$ cat config.mk
export PLATFORM = sky130hd
export DESIGN_NAME = sound_scheduler
export DESIGN_NICKNAME = d
export VERILOG_FILES = /design/src/rtl/sound_scheduler.sv
export SDC_FILE = /design/constraint.sdc
export NUM_CORES = 1
export LEC_CHECK = 0
export ABC_AREA = 1
export CAP_MARGIN = 25
export CORE_UTILIZATION = 60
export DETAILED_ROUTE_END_ITERATION = 10
export PLACE_DENSITY_LB_ADDON = 0.12
export REMOVE_ABC_BUFFERS = 1
export SLEW_MARGIN = 20
export SYNTH_ARGS = -nofsm -noshare
export SYNTH_HDL_FRONTEND = slang
export SYNTH_SLANG_ARGS = --single-unit
$ cat constraint.sdc
create_clock -name clk -period 2.9 [get_ports clk]
set_input_delay 0.435 -clock clk [delete_from_list [all_inputs] [get_ports clk]]
set_output_delay 0.435 -clock clk [all_outputs]
set_load 0.05 [all_outputs]
$ cat src/rtl/sound_scheduler.sv
// sound_scheduler: arbitrates the single buzzer tone generator between the
// held direction key, the pellet-eat chirp and the game-over melody.
// Fixed priority: game_over > eat > key. The eat chirp and the melody are
// timed multi-note sequences.
// Outputs are registered one stage behind the state register. An input
// sampled at edge N moves the state at edge N, and the outputs follow at
// edge N+1.
module sound_scheduler #(
  parameter int NOTE_TICKS = 12500000,
  parameter int EAT_TICKS  = 2500000,
  parameter int CNT_W      = 24
) (
  input  logic        clk,
  input  logic        rst_n,
  input  logic [1:0]  num,
  input  logic        pressed,
  input  logic        eat,
  input  logic        game_over,
  output logic [14:0] frequency,
  output logic        tone_en,
  output logic        busy,
  output logic        over_done
);

  typedef enum logic [2:0] {
    S_IDLE = 3'd0,
    S_KEY  = 3'd1,
    S_EAT  = 3'd2,
    S_OVER = 3'd3,
    S_HALT = 3'd4
  } state_t;

  localparam logic [CNT_W-1:0] NOTE_LAST = CNT_W'(NOTE_TICKS - 1);
  localparam logic [CNT_W-1:0] EAT_LAST  = CNT_W'(EAT_TICKS - 1);

  state_t           state, state_next;
  logic [CNT_W-1:0] cnt, cnt_next;
  logic [1:0]       note, note_next;
  logic [1:0]       num_q;

  logic [14:0] frequency_next;
  logic        tone_en_next;
  logic        busy_next;
  logic        over_done_next;

  // Half-period counts for the four direction keys.
  function automatic logic [14:0] key_tone(input logic [1:0] k);
    case (k)
      2'd0:    key_tone = 15'd25000;
      2'd1:    key_tone = 15'd12500;
      2'd2:    key_tone = 15'd8333;
      default: key_tone = 15'd6250;
    endcase
  endfunction

  // Two-note rising chirp played when a pellet is eaten.
  function automatic logic [14:0] chirp_tone(input logic [1:0] n);
    chirp_tone = (n == 2'd0) ? 15'd6250 : 15'd5000;
  endfunction

  // Four-note descending game-over melody.
  function automatic logic [14:0] melody_tone(input logic [1:0] n);
    case (n)
      2'd0:    melody_tone = 15'd8333;
      2'd1:    melody_tone = 15'd10000;
      2'd2:    melody_tone = 15'd12500;
      default: melody_tone = 15'd16667;
    endcase
  endfunction

  // State, tick counter, note index and the delayed key index.
  always_ff @(posedge clk or negedge rst_n) begin
    if (!rst_n) begin
      state <= S_IDLE;
      cnt   <= '0;
      note  <= 2'd0;
      num_q <= 2'd0;
    end else begin
      state <= state_next;
      cnt   <= cnt_next;
      note  <= note_next;
      num_q <= num;
    end
  end

  // Next-state logic, with the note timing for the chirp and the melody.
  always_comb begin
    state_next = state;
    cnt_next   = cnt;
    note_next  = note;
    case (state)
      S_IDLE: begin
        if (game_over)    state_next = S_OVER;
        else if (eat)     state_next = S_EAT;
        else if (pressed) state_next = S_KEY;
      end
      S_KEY: begin
        if (game_over)     state_next = S_OVER;
        else if (eat)      state_next = S_EAT;
        else if (!pressed) state_next = S_IDLE;
      end
      S_EAT: begin
        if (game_over) begin
          state_next = S_OVER;
        end else if (eat) begin
          // A new pellet restarts the chirp from its first note.
          cnt_next  = '0;
          note_next = 2'd0;
        end else if (cnt == EAT_LAST) begin
          cnt_next = '0;
          if (note == 2'd1) state_next = pressed ? S_KEY : S_IDLE;
          else              note_next  = note + 2'd1;
        end else begin
          cnt_next = cnt + CNT_W'(1);
        end
      end
      S_OVER: begin
        // The melody cannot be interrupted; only the note timer matters here.
        if (cnt == NOTE_LAST) begin
          cnt_next = '0;
          if (note == 2'd3) state_next = S_HALT;
          else              note_next  = note + 2'd1;
        end else begin
          cnt_next = cnt + CNT_W'(1);
        end
      end
      S_HALT: begin
        if (!game_over) state_next = S_IDLE;
      end
      default: state_next = S_IDLE;
    endcase
    // Every state entry starts at the first tick of the first note.
    if (state_next != state) begin
      cnt_next  = '0;
      note_next = 2'd0;
    end
  end

  // Output decode from the present state (registered below).
  always_comb begin
    frequency_next = 15'd0;
    tone_en_next   = 1'b0;
    busy_next      = 1'b0;
    over_done_next = 1'b0;
    case (state)
      S_KEY: begin
        tone_en_next   = 1'b1;
        frequency_next = key_tone(num_q);
      end
      S_EAT: begin
        tone_en_next   = 1'b1;
        busy_next      = 1'b1;
        frequency_next = chirp_tone(note);
      end
      S_OVER: begin
        tone_en_next   = 1'b1;
        busy_next      = 1'b1;
        frequency_next = melody_tone(note);
      end
      S_HALT:  over_done_next = 1'b1;
      default: ;
    endcase
  end

  // Output registers.
  always_ff @(posedge clk or negedge rst_n) begin
    if (!rst_n) begin
      frequency <= 15'd0;
      tone_en   <= 1'b0;
      busy      <= 1'b0;
      over_done <= 1'b0;
    end else begin
      frequency <= frequency_next;
      tone_en   <= tone_en_next;
      busy      <= busy_next;
      over_done <= over_done_next;
    end
  end

endmodule

==> metrics.md <==
| Metric | Value |
|---|---|
| Crit path largest cell delay | `0.45 ns` |
| CTS sink cnt | `49` |
| Router iterations before antenna repair | `6` |
| Asr flop ratio synth | `1.00` |
| Row count | `27` |
| DRC Markers | `0` |
| Hold_buf cts | `0` |
| First-pass GRT wire length | `14400 um` |
| Top_reg_cell synth | `dfrtp_1` |
| Sequential area share after synthesis | `0.340` |
| Yosys top cell by area | `dfrtp_1` |
| Layout area overhead | `9.47%` |
| Synth cell types | `34` |
| Worst slew margin | `0.593` |
| Tot Pwr | `3.08 mW` |
| F_max | `433 MHz` |
| Share of cells above drive strength 1 | `0.129` |
| CP Class | `reg -> reg` |
| Sum of buffers and inverters on the critical path | `0` |
| Arrival time worst endpoint | `2.52 ns` |
| Post-CTS sizing | `0` |
| VDD IR max | `1.05 mV` |
| EDFF count, synth | `0` |
| Io pins | `25` |
| Clock transition at the registers of the reported paths | `0.10 ns` |
| Mean routed wirelength per cell | `13.8 um` |
| Fin nets | `553` |
| Vias per cell | `5.44` |
| Final hold violations | `0` |
| CP Max Fanout | `15` |
| Synth Instances | `514` |
| DRT Wirelength | `8390 um` |
| Worst Path Required | `3.11 ns` |
| Initial antenna violation count | `0` |
| Tcrit/Tclk final | `0.796` |
| Pleak | `1.83 nW` |
| Unrepaired setup endpoints after global routing | `false` |
| Slowest CP cell | `dfrtp_1` |
| DRT iter0 DRCs | `313` |
| Max cap viols | `0` |
| Via count | `3294` |
| CORE AREA | `5640 um^2` |
| Setup Skew | `0.00905 ns` |
| Routability cong. | `0.970` |
| Ys Warns | `0` |
| CP Launch Type | `register` |
| Cell Area, Synth | `3610 um^2` |
| Worst skew pair latency | `0.31 ns` |
| Clock period minus worst slack | `2.31 ns` |
| Crit-path most repeated cell | `nor2_1` |
| Vias in the first global route | `3082` |
| H-tree depth | `2` |
| Pins over their slew limit | `0` |
| Cell Pwr Density | `780 nW/um^2` |
| GRT Total Usage | `0.296` |
| DP HPWL | `6230 um` |
| Setup-failing EPs final | `0` |
| TNS Setup | `0 ns` |
| Clock Tree Buf Depth | `2` |
| Starting density of the core | `0.639` |
| Root buffer cell | `clkbuf_8` |
| Synthesized area per cell | `7.02 um^2` |
| Synth cell count leaders | `142 x nand2_1, 73 x nor2_1, 60 x inv_1` |
| CTS tree | `built` |
| N_diodes | `0` |
| Largest cells by area after synthesis | `dfrtp_1 34%, nand2_1 15%, nor2_1 7.6%, nor2_4 6.9%, inv_1 6.2%` |
| CP cell instances | `ha_1, nand3_2, nor2_1, nand3_2, nand2_1, nand2_1, nand3_1, nor2_1, nor2_1, nor2_4` |
| Most frequent cell after synthesis | `nand2_1` |
| # Post-CTS Setup Buffers | `0` |
| Min-delay worst type | `in -> async` |
| Crit path max-delay family | `simple AND/OR/NAND/NOR gates` |
| Routed Antenna Nets | `0` |
| Die span in x | `79.5 um` |
| Total gr overflow | `0` |
| Die ar. | `6320 um^2` |
| Die Y | `79.5 um` |
| Status | `completed` |
| Largest net degree at the start of global routing | `50` |
| Yosys reg bits | `49` |
| CTS Buf Count | `5` |
| PortBufs | `24` |
| Critical Path End Type | `register` |
| Worst Max-Slew Pin Slew | `0.610 ns` |
| Post-synth top area share | `0.340` |
per-stage QoR:
stage	std cells	hold slack [ns]	util	cell area, um^2	setup WS, ns
after floorplan	498	0.139	-	3490	0.795
after global placement	598	0.487	0.684	3860	0.570
after detailed placement	598	0.493	0.684	3860	0.493
after CTS	606	0.355	0.699	3950	0.601
after global routing	606	0.181	0.700	3950	0.322
final	606	0.128	0.700	3950	0.591
layout make-up:
cell class	count	area, um^2
Inverter	74	278
Multi-Input combinational cell	375	1990
Clock inverter	2	13.8
Clock buffer	6	72.6
Fill cell	492	1690
Sequential cell	49	1230
Tap cell	72	90.1
Timing Repair Buffer	28	280
routing by layer:
metal | vias up | GRT usage | share of wire
li1 | 1633 | - | -
met2 | 117 | 0.461 | 0.45
met3 | 20 | 0.0446 | 0.058
met4 | 0 | 0.0945 | 0.021
met5 | - | 0 | 0
met1 | 1524 | 0.422 | 0.47
report_power, final:
| part | internal (mW) | total (mW) | switching, mW | leakage (nW) |
|---|---|---|---|---|
| clock network | 0.173 | 0.419 | 0.247 | 0.0456 |
| registers | 0.816 | 0.909 | 0.0930 | 0.644 |
| logic | 0.492 | 1.75 | 1.26 | 1.14 |
cell families (layout without fill, tap and decap cells):
family | Yosys count | count (layout) | share of synthesized area
DFF | 49 | 49 | 0.340
xor gates and xnor gates | 8 | 8 | 0.0194
and+or+nand+nor | 321 | 321 | 0.431
AOI/OAI and AO/OA | 33 | 33 | 0.0555
adders and majority gates | 13 | 13 | 0.0451
buffers and inverters | 90 | 110 | 0.109
placed cells by master, fill, tap and decap left out, drive strengths merged:
master / netlist / routed
or2: 4 / 4
nand3b: 4 / 4
ha: 13 / 13
xor2: 8 / 8
nor2: 99 / 99
o2111ai: 1 / 1
nand2: 148 / 148
nor3: 5 / 5
dfrtp: 49 / 49
buf: 11 / 5
clkinv: 0 / 1
a31oi: 1 / 1
o21ai: 17 / 17
nand3: 44 / 44
clkdlybuf4s50: 0 / 23
a21oi: 8 / 8
o31ai: 1 / 1
a211oi: 2 / 2
o21bai: 1 / 1
nand4: 17 / 17
o211ai: 2 / 2
inv: 74 / 75
clkbuf: 5 / 6
sequential cells by signal, indices dropped and copies added (netlist names):
signal     cells
tone_en        1
note           2
frequency     15
state          3
cnt           24
over_done      1
busy           1
num_q          2
final timing paths:
path / start / end / slack, ns / depth (start not counted)
setup / recovery: cnt[0] / cnt[16] / 0.59 / 10
hold / removal: rst_n / cnt[16] / 0.13 / 1
setup reg to reg: cnt[0] / cnt[16] / 0.59 / 10
hold reg to reg: state[1] / over_done / 0.52 / 1
max in group asynchronous: rst_n / cnt[6] / 2.36 / 1
min in group clk: state[1] / over_done / 0.52 / 1
Note: power is estimated with default switching activity, not from simulation.
